$ cat src/rtl/mux2t1_1.sv
// Registered 2:1 selector with effective-select and saturating transition-count outputs.
// Define MUX2T1_1_SYNC_SEL_EN to pass s through a 2-flop synchronizer before use.
module mux2t1_1 #(
    parameter int WIDTH = 1,
    parameter int CNT_W = 8
) (
    input  logic [WIDTH-1:0] I0,
    input  logic [WIDTH-1:0] I1,
    input  logic             s,
    output logic [WIDTH-1:0] out,
    input  logic             clk,
    input  logic             rst,
    output logic             sel_q,
    output logic [CNT_W-1:0] swcnt
);

    logic             sel_e;
    logic             sel_d;
    logic [WIDTH-1:0] out_d;
    logic [WIDTH-1:0] out_q;
    logic [CNT_W-1:0] swcnt_d;
    logic [CNT_W-1:0] swcnt_q;

`ifdef MUX2T1_1_SYNC_SEL_EN
    logic sync1_d;
    logic sync1_q;
    logic sync2_d;
    logic sync2_q;

    // synchronizer stage inputs
    always_comb begin
        sync1_d = s;
        sync2_d = sync1_q;
    end

    // two-flop synchronizer for an asynchronously driven select
    always_ff @(posedge clk) begin
        if (rst) begin
            sync1_q <= 1'b0;
            sync2_q <= 1'b0;
        end else begin
            sync1_q <= sync1_d;
            sync2_q <= sync2_d;
        end
    end

    assign sel_e = sync2_q;
`else
    assign sel_e = s;
`endif

    // next output, effective select and saturating transition count
    always_comb begin
        out_d   = (sel_e ? I1 : I0);
        sel_d   = sel_e;
        swcnt_d = swcnt_q;
        if ((sel_e != sel_q) && (swcnt_q != {CNT_W{1'b1}})) begin
            swcnt_d = swcnt_q + {{(CNT_W-1){1'b0}}, 1'b1};
        end else begin
            swcnt_d = swcnt_q;
        end
    end

    // output registers; reset overrides any simultaneous input change
    always_ff @(posedge clk) begin
        if (rst) begin
            out_q   <= {WIDTH{1'b0}};
            sel_q   <= 1'b0;
            swcnt_q <= {CNT_W{1'b0}};
        end else begin
            out_q   <= out_d;
            sel_q   <= sel_d;
            swcnt_q <= swcnt_d;
        end
    end

    assign out   = out_q;
    assign swcnt = swcnt_q;

endmodule

$ cat config.mk
export PLATFORM = sky130hd
export DESIGN_NAME = mux2t1_1
export DESIGN_NICKNAME = d
export VERILOG_FILES = /design/src/rtl/mux2t1_1.sv
export SDC_FILE = /design/constraint.sdc
export NUM_CORES = 1
export LEC_CHECK = 0
export ABC_AREA = 1
export BUFFER_PORTS_ARGS = -buffer_cell sky130_fd_sc_hd__clkbuf_2
export CAP_MARGIN = 40
export CORE_AREA = 2 2 39 41
export DETAILED_ROUTE_END_ITERATION = 7
export DIE_AREA = 0 0 41 43
export GPL_TIMING_DRIVEN = 0
export PLACE_DENSITY = 0.6
export SETUP_SLACK_MARGIN = 0.02
export SLEW_MARGIN = 0
export SYNTH_ARGS = -nofsm -noshare
export SYNTH_HDL_FRONTEND = slang
export SYNTH_SLANG_ARGS = --single-unit
$ cat constraint.sdc
create_clock -name clk -period 1.3 [get_ports clk]
set_input_delay 0.065 -clock clk [delete_from_list [all_inputs] [get_ports clk]]
set_output_delay 0.065 -clock clk [all_outputs]
set_load 0.05 [all_outputs]
# Yosys cells after proc, flatten, opt, wreduce, memory -nomap -nowiden
# Cells that the tools add are included.
[totals]
inputBits = 5
out_inout_bits = 10
wordCells = 8
regBits = 10
[classes]
mux = 1
eq_ne = 2
n_reduce_logical = 1
n_addsub = 1
[ops]
columns = ["cell", "count"]
rows = [
  ["adder 8 x 1 -> 8 bit, second input constant", 1],
  ["!= test 8 bit, second input constant", 1],
  ["logical AND 1 bit", 1],
  ["two-way mux 1 bit", 1],
  ["!= test 1 bit", 1],
]

# Longest topological paths before layout
# Gate-level depths: netlist of run 1.
[logic_depth]
depth_word = 2
depth_mapped = 8
ltp_nobuf = 8

# Least setup slack after synthesis of run 1
# Ideal clock, no wire load.
[synth_path]
path_type = "register -> register"
start = "register swcnt_q[1], in the netlist swcnt[1]"
end = "register swcnt_q[0], in the netlist swcnt[0]"
path_slack_ns = -0.253
path_stages_with_launch = 9
required_time_ns = 1.184
t_arrival_ns = 1.437
synth_period_minus_slack_ns = 1.553
path_cell_list = "dfxtp_1 -> ha_1 -> inv_1 -> nor2_4 -> nand2_4 -> nand2_2 -> inv_1 -> nor2_1 -> nor2_1"
[synth_between]
elab_chain_cells = 2
[synth_rtl]
columns = ["item", "line", "rtl"]
rows = [
  ["start: declaration", "22", "logic [CNT_W-1:0] swcnt_q;"],
  ["start signal: assignment", "69", "swcnt_q <= {CNT_W{1'b0}};"],
  ["start signal: assignment", "73", "swcnt_q <= swcnt_d;"],
  ["!= test 8 bit", "57", "if ((sel_e != sel_q) && (swcnt_q != {CNT_W{1'b1}})) begin"],
  ["logical AND 1 bit", "57", ""],
]
# No other way between the ends.
# A chain may end at the register's enable or synchronous reset.

# Worst setup path after layout of run 1
[layout_path]
start = "register swcnt_q[0], in the netlist swcnt[0]"
end = "register swcnt_q[7], in the netlist swcnt[7]"
[layout_between]
elab_chain_cells = 2
elab_cells_between_ends = 3
[layout_rtl]
columns = ["item"]
rows = [
  ["branches (longest 2 deep; another with adder 8 x 1 -> 8 bit)"],
]
# Parallel ways; which one is timed is not known.

==> results of run 1 <==
[Yosys cell counts]
cell type,n,share of area [%]
nand4_1,1,1.2
nand2_4,1,2.1
nor2_1,20,14
dfxtp_1,10,37
nor2_2,1,1.2
a21oi_1,3,2.8
inv_2,1,0.70
nand3_1,7,6.5
nand2_1,17,12
ha_1,1,2.3
inv_1,9,6.3
o21ai_0,2,1.9
nand2_2,4,4.7
o21ai_1,1,0.93
nor2_4,2,4.2
nor3_1,2,1.9
[worst max-delay path, delay by kind of cell (launching register included)]
family / cells / cell delay [ps]
and+or+nand+nor: 4 / 380
buffers and inverters: 2 / 180
adders and majority gates: 1 / 180
DFF: 1 / 350
[sequential cells by signal (all words and copies together) (netlist names)]
signal / cells
out: 1
swcnt: 8
sel_q: 1
[cells by family after synthesis]
family,count (synthesis),share of synthesized area [%]
AND/OR/NAND/NOR,55,47.7
buffers and inverters,10,7.01
AO/OA/AOI/OAI,6,5.61
flip-flops,10,37.4
adder cells (fa/ha/maj),1,2.34
[worst paths after layout]
path / start / to / slack, ps / cells after the start
max: swcnt[0] / swcnt[7] / 90 / 7
max reg2reg: swcnt[0] / swcnt[7] / 90 / 7
min: I1 / out / 40 / 3
min reg2reg: swcnt[7] / swcnt[6] / 510 / 2
[through the flow]
| step | area [um^2] | setup WS [ps] | utilization [%] | hold slack (ps) | instances |
|---|---|---|---|---|---|
| after floorplan | 552 | 57.7 | - | 130 | 82 |
| after global placement | 642 | 95.5 | 46.4 | 265 | 112 |
| after detailed placement | 642 | 90.4 | 46.4 | 266 | 112 |
| after CTS | 674 | 75.5 | 48.7 | 32.5 | 116 |
| after global routing | 689 | 9.26 | 49.8 | 46.3 | 117 |
| final | 689 | 86.9 | 49.8 | 41.7 | 117 |
[placed cells by master, fill, tap and decap left out]
cell           synthesis  routed
nand2_4                1       2
o21ai_1                1       2
buf_4                  0       1
nand2_1               17      17
nor2_2                 1       1
ha_2                   0       1
o21ai_0                2       1
nand2_2                4       3
clkbuf_4               0       3
nor2_1                20      20
dfxtp_2                0       7
nand4_1                1       1
dfxtp_4                0       2
inv_2                  1       1
dfxtp_1               10       1
nor3_1                 2       2
nand3_1                7       7
inv_1                  9       9
a21oi_1                3       3
nor2_4                 2       2
clkbuf_2               0      14
dlygate4sd3_1          0       1
[power breakdown]
part           internal (uW)  switching (uW)
combinational           30.8            79.1
sequential               319            11.4
clock                    107             103
[layer usage]
layer	track usage (%)	routed length, um	vias up
met5	0	0	-
met4	12.0	17	0
met3	3.14	36	2
met2	22.5	527	10
met1	19.2	578	248
li1	-	-	297
[cell type report]
type / instances / area [um^2] / share of cell area, %
Clock buffer: 3 / 22.5 / 3.27
Inverter: 10 / 37.5 / 5.44
Tap cell: 16 / 20.0 / 2.90
Multi-Input combinational cell: 62 / 305 / 44.3
Timing Repair Buffer: 16 / 87.6 / 12.7
Sequential cell: 10 / 216 / 31.4
[repair_timing]
item / in CTS / in global routing
gates resized for setup: 0 / 3
hold buffers: 1 / 0
endpoints found under the setup margin: 0 / 3
hold endpoints to repair: 2 / 0
buffers inserted: 0 / 1
==> flow_metrics.tcl, run 1 <==
set metrics [dict create \
    run_status "complete, no violations" \
    power_density_nw_per_um2 942 \
    globalRouteTotalUtil_pct 15.6 \
    arrival_ps 1360 \
    drt_iter0_markers 10 \
    detailedPlacementHpwl_um 820 \
    yosys_warnings 0 \
    cpMaxStageDelayCell "dfxtp_4" \
    post_synth.cell_area_avg_um2 6.53 \
    max_cap_viol_count 0 \
    tns_ps 0 \
    finClkSkew_ps 3.82 \
    routabilityCongestion 0.761 \
    synthesis.nets 88 \
    final.min_clock_period_ps 1210 \
    report.final.hold_viol_count 0 \
    max_slew_margin_pct 81.6 \
    floorplan.die.height_um 43 \
    final_routed_wire_length_divided_by_cell_count_um 9.90 \
    io_buffers 14 \
    num_io_pins 15 \
    critical_path.max_stage_delay_ps 350 \
    first_pass_grt_wire_length_um 1810 \
    num-fill-cells 148 \
    p_leak_uw 0.000339 \
    die_w_um 41 \
    netlist-cell-type-count 16 \
    number_of_instances_in_the_synthesized_netlist 82 \
    first_pass_iters 4 \
    initial_core_util_pct 38.7 \
    total_power_uw 650 \
    clock-root-buffer "clkbuf_4" \
    drtAntennaViolNets 0 \
    grt_max_degree 9 \
    number_of_register_bits_inferred_by_synthesis 10 \
    route.final.wire_length_um 1160 \
    drive_above_1_share_pct 36.6 \
    grt_pass1_vias 448 \
    hold_path_class "in -> reg" \
    cts.reportedPaths.clkPinSlew_ps 60 \
    globalRoute.totalOverflow 0 \
    finalCritPeriodShare_pct 93.3 \
    tritoncts_clock_tree "built" \
    crit_path_end_kind "flip-flop" \
    grt_setup_unrepaired "no" \
    timing.critical_path.fanout_max 8 \
    crit_chain "ha_2 > inv_1 > nor2_4 > nand2_4 > inv_1 > nor3_1 > nor2_1" \
    diodes 0 \
    critPathKind "reg -> reg" \
    syn2layout_area_growth_pct 28.7 \
    maxClockFrequency_ghz 0.824 \
    fp_rows 14 \
    netlist_area_um2 536 \
    clock_tree.buffer_depth 2 \
    area_enclosed_by_the_die_boundary_um2 1760 \
    worst_ir_drop_vdd_mv 0.599 \
    grt_antenna_before_repair 0 \
    ys_seq_area_share_pct 37.4 \
    cts_buffers 3 \
    timing_max_transition_violations_final 0 \
    final_routed_drc_violation_total 0 \
    worstSkewPairLatency_ps 260 \
    placeableCoreArea_um2 1380 \
    vias_per_cell 4.76 \
    tritoncts_num_sinks 10 \
    routed-via-count 557 \
    crit_path_start_kind "flip-flop" \
    crit_path_frequent_cell "inv_1" \
    worst_pin_slew_ps 278 \
    h-tree-depth 1 \
    finalSetupViolCount 0 \
    crit_path_required_time_ps 1450 \
    num-nets-final 109 \
]
Power figures use the tool's default switching activity.
==> run 2, diff against run 1 <==
--- a/config.mk
+++ b/config.mk
@@ -8,11 +8,12 @@
 export ABC_AREA = 1
 export BUFFER_PORTS_ARGS = -buffer_cell sky130_fd_sc_hd__clkbuf_2
 export CAP_MARGIN = 40
-export CORE_AREA = 2 2 39 41
+export CORE_MARGIN = 4
+export CORE_UTILIZATION = 41
 export DETAILED_ROUTE_END_ITERATION = 7
-export DIE_AREA = 0 0 41 43
 export GPL_TIMING_DRIVEN = 0
-export PLACE_DENSITY = 0.6
+export HOLD_SLACK_MARGIN = 0.15
+export PLACE_DENSITY = 0.61
 export SETUP_SLACK_MARGIN = 0.02
 export SLEW_MARGIN = 0
 export SYNTH_ARGS = -nofsm -noshare
==> run 2 against run 1 <==
Compared with the run above:
- design area grew 3.4%
- sequential share of layout area shrank 1.0 points
- cell count grew 0.85%
- worst setup slack gained 14 ps
- fmax grew 1.2%
- register-to-register slack is essentially flat
- non-clock buffer count grew 2
- via count shrank 5.7%
- sequential cell count is the same
- utilization grew 11 points
- critical path type unchanged
==> flow_metrics.tcl, run 2 (synthesis gave the netlist of run 1 again) <==
set metrics [dict create \
    run_status "complete, no violations" \
    drt_iter0_markers 11 \
    cpMaxStageDelayCell "dfxtp_4" \
    power_switching_share_pct 29.7 \
    fp_rows 12 \
    drive_above_1_share_pct 36.5 \
    crit_family "simple AND/OR/NAND/NOR gates" \
    die_w_um 44.1 \
    crit_path_frequent_cell "nor2_1" \
    clock-root-buffer "clkbuf_4" \
    diodes 0 \
    p_clk_share_pct 33.7 \
    finalCritPeriodShare_pct 92.2 \
    detailedPlacementHpwl_um 841 \
    syn2layout_area_growth_pct 33.2 \
    tritoncts_num_sinks 10 \
    timing_max_transition_violations_final 0 \
    first_pass_grt_wire_length_um 2080 \
    area_enclosed_by_the_die_boundary_um2 1950 \
    seq_power_share_pct 49.1 \
    internal-power_uw 473 \
    total_setup_buffers_inserted_after_cts 0 \
    critPathKind "reg -> reg" \
    p_leak_uw 0.000347 \
    tritoncts_clock_tree "built" \
    cts_buffers 3 \
    globalRouteTotalUtil_pct 14.7 \
    placeableCoreArea_um2 1170 \
    crit_path_end_kind "flip-flop" \
    h-tree-depth 1 \
    leading_cell_types_in_the_layout_fill_and_taps_excluded "20 x nor2_1, 17 x nand2_1, 14 x clkbuf_2" \
    route.final.wire_length_um 1260 \
    finalSetupViolCount 0 \
    worst_pin_slew_ps 279 \
    max_cap_viol_count 0 \
    grt_antenna_before_repair 0 \
    grt_max_degree 9 \
    first_pass_iters 4 \
    critical_path.max_stage_delay_ps 370 \
    p_comb_share_pct 17.2 \
    io_buffers 14 \
    timing.critical_path.fanout_max 8 \
    largest_register_ffs 8 \
    clock_tree.buffer_depth 2 \
    layoutNonFillerInstCount 118 \
    routabilityCongestion 0.736 \
    total_switching_power_uw 200 \
    floorplan.die.height_um 44.1 \
    power_density_nw_per_um2 944 \
    final_routed_drc_violation_total 0 \
    crit_path_start_kind "flip-flop" \
    finClkSkew_ps 3.32 \
    grt_pass1_vias 474 \
    crit_chain "ha_2 > inv_2 > nor2_4 > nand2_4 > inv_1 > nor2_1 > nor2_1 > nor2_1" \
    final.min_clock_period_ps 1200 \
    max_slew_margin_pct 81.5 \
    globalRoute.totalOverflow 0 \
    grt_setup_unrepaired "no" \
    crit_path_required_time_ps 1460 \
    placed_cells 110 \
    hold_path_class "reg -> reg" \
    cp_num_buf_inv 2 \
    tns_ps 0 \
    maxClockFrequency_ghz 0.834 \
    num-fill-cells 120 \
    multiInputGateArea_um2 305 \
    num_io_pins 15 \
    routed-via-count 525 \
    arrival_ps 1360 \
    most_frequent_standard_cell_in_the_layout_excluding_fill_and_tap_cells "nor2_1" \
    vias_per_cell 4.45 \
    drtAntennaViolNets 0 \
    initial_core_util_pct 45.7 \
    cts.reportedPaths.clkPinSlew_ps 70 \
    final_routed_wire_length_divided_by_cell_count_um 10.6 \
    report.final.hold_viol_count 0 \
    worst_ir_drop_vdd_mv 0.506 \
    worstSkewPairLatency_ps 260 \
    num-nets-final 111 \
    sequential_cell_area_um2 216 \
]
==> run 2: final timing paths <==
| path | start | depth (start not counted) | slack, ps | to |
|---|---|---|---|---|
| max | swcnt[0] | 8 | 100 | swcnt[5] |
| min | swcnt[7] | 2 | 510 | swcnt[6] |
| max reg2reg | swcnt[0] | 8 | 100 | swcnt[5] |
| min reg2reg | swcnt[7] | 2 | 510 | swcnt[6] |
==> run 2: repair_timing <==
| item | in CTS | in global routing |
|---|---|---|
| hold buffers | 4 | 0 |
| endpoints found under the setup margin | 0 | 4 |
| hold endpoints to repair | 3 | 0 |
| gates resized for setup | 0 | 3 |
==> run 2: per-layer routing <==
| metal | routed length (um) | track usage [%] | vias up |
|---|---|---|---|
| met3 | 42 | 2.85 | 2 |
| met4 | 8 | 7.23 | 0 |
| met5 | 0 | 0 | - |
| met1 | 623 | 17.8 | 215 |
| met2 | 582 | 24.7 | 9 |
| li1 | - | - | 299 |
==> run 2: layout make-up <==
class                           instances  share of cell area (%)
Tap cell                               14                    2.46
Multi-Input combinational cell         62                    42.8
Sequential cell                        10                    30.4
Clock buffer                            4                    3.68
Inverter                               10                    5.26
Timing Repair Buffer                   18                    15.4
==> run 2: tightest hold or removal path, stage by stage, from the launching register on <==
cell,delay (ps)
dfxtp_2,330
nor2_1,100
nor3_1,50
==> run 2: metrics by stage <==
| step | setup WS [ps] | power, uW | utilization, % | hold WS, ps | instance area [um^2] |
|---|---|---|---|---|---|
| detailed placement | 62.1 | 443 | 54.6 | 267 | 639 |
| CTS | 52.0 | 680 | 60.3 | 517 | 706 |
| global route | 33.1 | 726 | 60.9 | 544 | 713 |
| floorplan | 57.7 | 414 | - | 130 | 552 |
| finish | 101 | 673 | 60.9 | 514 | 713 |
| global placement | 83.9 | 442 | 54.6 | 266 | 639 |
==> run 2: power groups by stage <==
stage                     sequential (uW)  clock, uW  combinational [uW]
after floorplan                       375          0                39.0
after global placement                337          0                 105
after detailed placement              338          0                 105
after CTS                             331        234                 115
after global routing                  333        265                 128
final                                 331        227                 116
==> run 3, diff against run 2 <==
--- a/config.mk
+++ b/config.mk
@@ -6,14 +6,14 @@
 export NUM_CORES = 1
 export LEC_CHECK = 0
 export ABC_AREA = 1
-export BUFFER_PORTS_ARGS = -buffer_cell sky130_fd_sc_hd__clkbuf_2
+export BUFFER_PORTS_ARGS = -buffer_cell sky130_fd_sc_hd__buf_2
 export CAP_MARGIN = 40
-export CORE_MARGIN = 4
-export CORE_UTILIZATION = 41
+export CORE_AREA = 4 4 41 43
 export DETAILED_ROUTE_END_ITERATION = 7
+export DIE_AREA = 0 0 45 47
 export GPL_TIMING_DRIVEN = 0
 export HOLD_SLACK_MARGIN = 0.15
-export PLACE_DENSITY = 0.61
+export PLACE_DENSITY = 0.6
 export SETUP_SLACK_MARGIN = 0.02
 export SLEW_MARGIN = 0
 export SYNTH_ARGS = -nofsm -noshare
==> run 3 against run 2 <==
Compared with the run above:
- sequential power is essentially flat
- non-clock buffer count is the same
- die area grew 8.6%
- first-iteration DRC count shrank 73%
- count of clock-buffer cells in the layout shrank 1
- worst setup slack gained 35 ps
- routed wire length shrank 8.4%
- critical endpoint is now swcnt[0]
==> flow_metrics.tcl, run 3 (synthesis gave the netlist of run 1 again) <==
set metrics [dict create \
    run_status "complete, no violations" \
    cpMaxStageDelayCell "dfxtp_4" \
    p_leak_uw 0.000352 \
    route.final.wire_length_um 1150 \
    total_switching_power_uw 192 \
    critical_path_cell_count 8 \
    diodes 0 \
    worst_r2r_path_depth 8 \
    io_buffers 14 \
    floorplan.die.height_um 47 \
    finalSetupViolCount 0 \
    detailedPlacementHpwl_um 837 \
    power_switching_share_pct 29.4 \
    fp_rows 13 \
    crit_path_required_time_ps 1450 \
    crit_path_end_kind "flip-flop" \
    p_clk_share_pct 31.9 \
    source_of_the_worst_hold_timing_path "swcnt[7]" \
    first_pass_iters 3 \
    cp_num_buf_inv 2 \
    internal-power_uw 462 \
    clock_tree.buffer_depth 2 \
    drive_above_1_share_pct 37.9 \
    leading_cell_types_in_the_layout_fill_and_taps_excluded "20 x nor2_1, 16 x nand2_1, 14 x buf_2" \
    worst_ir_drop_vdd_mv 0.655 \
    design_area_um2 713 \
    rr_startpoint "swcnt[1]" \
    timing_max_transition_violations_final 0 \
    arrival_ps 1310 \
    final_routed_wire_length_divided_by_cell_count_um 9.75 \
    crit_family "simple AND/OR/NAND/NOR gates" \
    final_routed_drc_violation_total 0 \
    syn2layout_area_growth_pct 33.2 \
    cts.reportedPaths.clkPinSlew_ps 70 \
    clock-root-buffer "clkbuf_4" \
    report.final.hold_viol_count 0 \
    finClkSkew_ps 5.91 \
    largest_register_ffs 8 \
    vias_per_cell 4.76 \
    timing.critical_path.fanout_max 8 \
    globalRoute.totalOverflow 0 \
    grt_max_degree 9 \
    routed-via-count 562 \
    finalCritPeriodShare_pct 89.5 \
    tritoncts_clock_tree "built" \
    maxClockFrequency_ghz 0.860 \
    placeableCoreArea_um2 1300 \
    regToRegEndpoint "swcnt[0]" \
    hold_depth 2 \
    area_enclosed_by_the_die_boundary_um2 2120 \
    place_area_um2 641 \
    drt_iter0_markers 3 \
    critPathKind "reg -> reg" \
    worstSkewPairLatency_ps 260 \
    grt_pass1_vias 514 \
    tns_ps 0 \
    hold_path_class "reg -> reg" \
    max_slew_margin_pct 84.0 \
    num-nets-final 111 \
    p_comb_share_pct 17.8 \
    power_density_nw_per_um2 917 \
    worst_pin_slew_ps 240 \
    crit_chain "ha_2 > inv_2 > nor2_4 > nand2_4 > nand2_2 > inv_1 > nor2_1 > nor2_1" \
    crit_path_frequent_cell "nor2_1" \
    max_cap_viol_count 0 \
    first_pass_grt_wire_length_um 2050 \
    tritoncts_num_sinks 10 \
    final.min_clock_period_ps 1160 \
    grt_antenna_before_repair 0 \
    routabilityCongestion 0.724 \
    critical_path.max_stage_delay_ps 360 \
    cts_buffers 3 \
    drtAntennaViolNets 0 \
    globalRouteTotalUtil_pct 13.9 \
    postLayoutCoreUtil_pct 54.8 \
    initial_core_util_pct 41.2 \
    most_frequent_standard_cell_in_the_layout_excluding_fill_and_tap_cells "nor2_1" \
    seq_power_share_pct 50.4 \
    hold-path-endpoint "swcnt[6]" \
    die_w_um 45 \
    h-tree-depth 1 \
    crit_path_start_kind "flip-flop" \
    grt_setup_unrepaired "yes" \
    num_io_pins 15 \
    num-fill-cells 142 \
    timing.reg2reg.setup_slack_ps 140 \
]
[run 3: cell types whose count changed in the layout (fill, tap and decap cells not counted), sizes merged]
cell / before / now
clkbuf: 18 / 3
buf: 0 / 14
[run 3: area by class of cell]
class	count	area, um^2	area share [%]
Tap cell	15	18.8	2.63
Clock buffer	3	22.5	3.16
Multi-Input combinational cell	62	308	43.2
Sequential cell	10	216	30.4
Inverter	10	37.5	5.26
Timing Repair Buffer	18	110	15.4
[run 3: timing repair]
item | in CTS | in global routing
buffers inserted | 0 | 0
hold buffers | 4 | 0
endpoints found under the setup margin | 0 | 4
gates resized for setup | 0 | 4
endpoints found under the hold margin | 3 | 0
[run 3: per-stage QoR]
stage	std cells	hold WS [ps]	power (uW)	setup WS (ps)
6_report	118	505	654	137
5_1_grt	118	546	692	14.4
4_1_cts	118	511	659	80.0
3_5_place_dp	111	259	442	92.1
3_3_place_gp	111	262	441	94.7
2_1_floorplan	82	130	414	57.7
[run 3: power by group through the flow]
stage                     combinational (uW)  clock (uW)  sequential (uW)
final                                    116         208              330
after global routing                     127         232              332
after CTS                                114         215              330
after detailed placement                 105           0              337
after global placement                   105           0              336
after floorplan                         39.0           0              375
[run 3: worst max path at each step]
stage                        start  endpoint  slack, ps
after floorplan           swcnt[1]  swcnt[0]         60
after global placement    swcnt[0]  swcnt[7]         90
after detailed placement  swcnt[0]  swcnt[7]         90
after CTS                 swcnt[0]  swcnt[7]         80
after global routing             s  swcnt[7]         10
final                     swcnt[1]  swcnt[0]        140
[run 3: metal layers]
metal,track usage [%],vias up,wire (um)
met2,22.9,9,545
met3,2.30,4,49
met5,0,-,0
met4,8.77,0,31
li1,-,298,-
met1,16.7,251,524
[run 3: worst register-to-register path, stage by stage (launching register included)]
cell and delay (ps):
dfxtp_4 360, ha_2 180, inv_2 50, nor2_4 120
nand2_4 90, nand2_2 80, inv_1 50, nor2_1 80
nor2_1 50
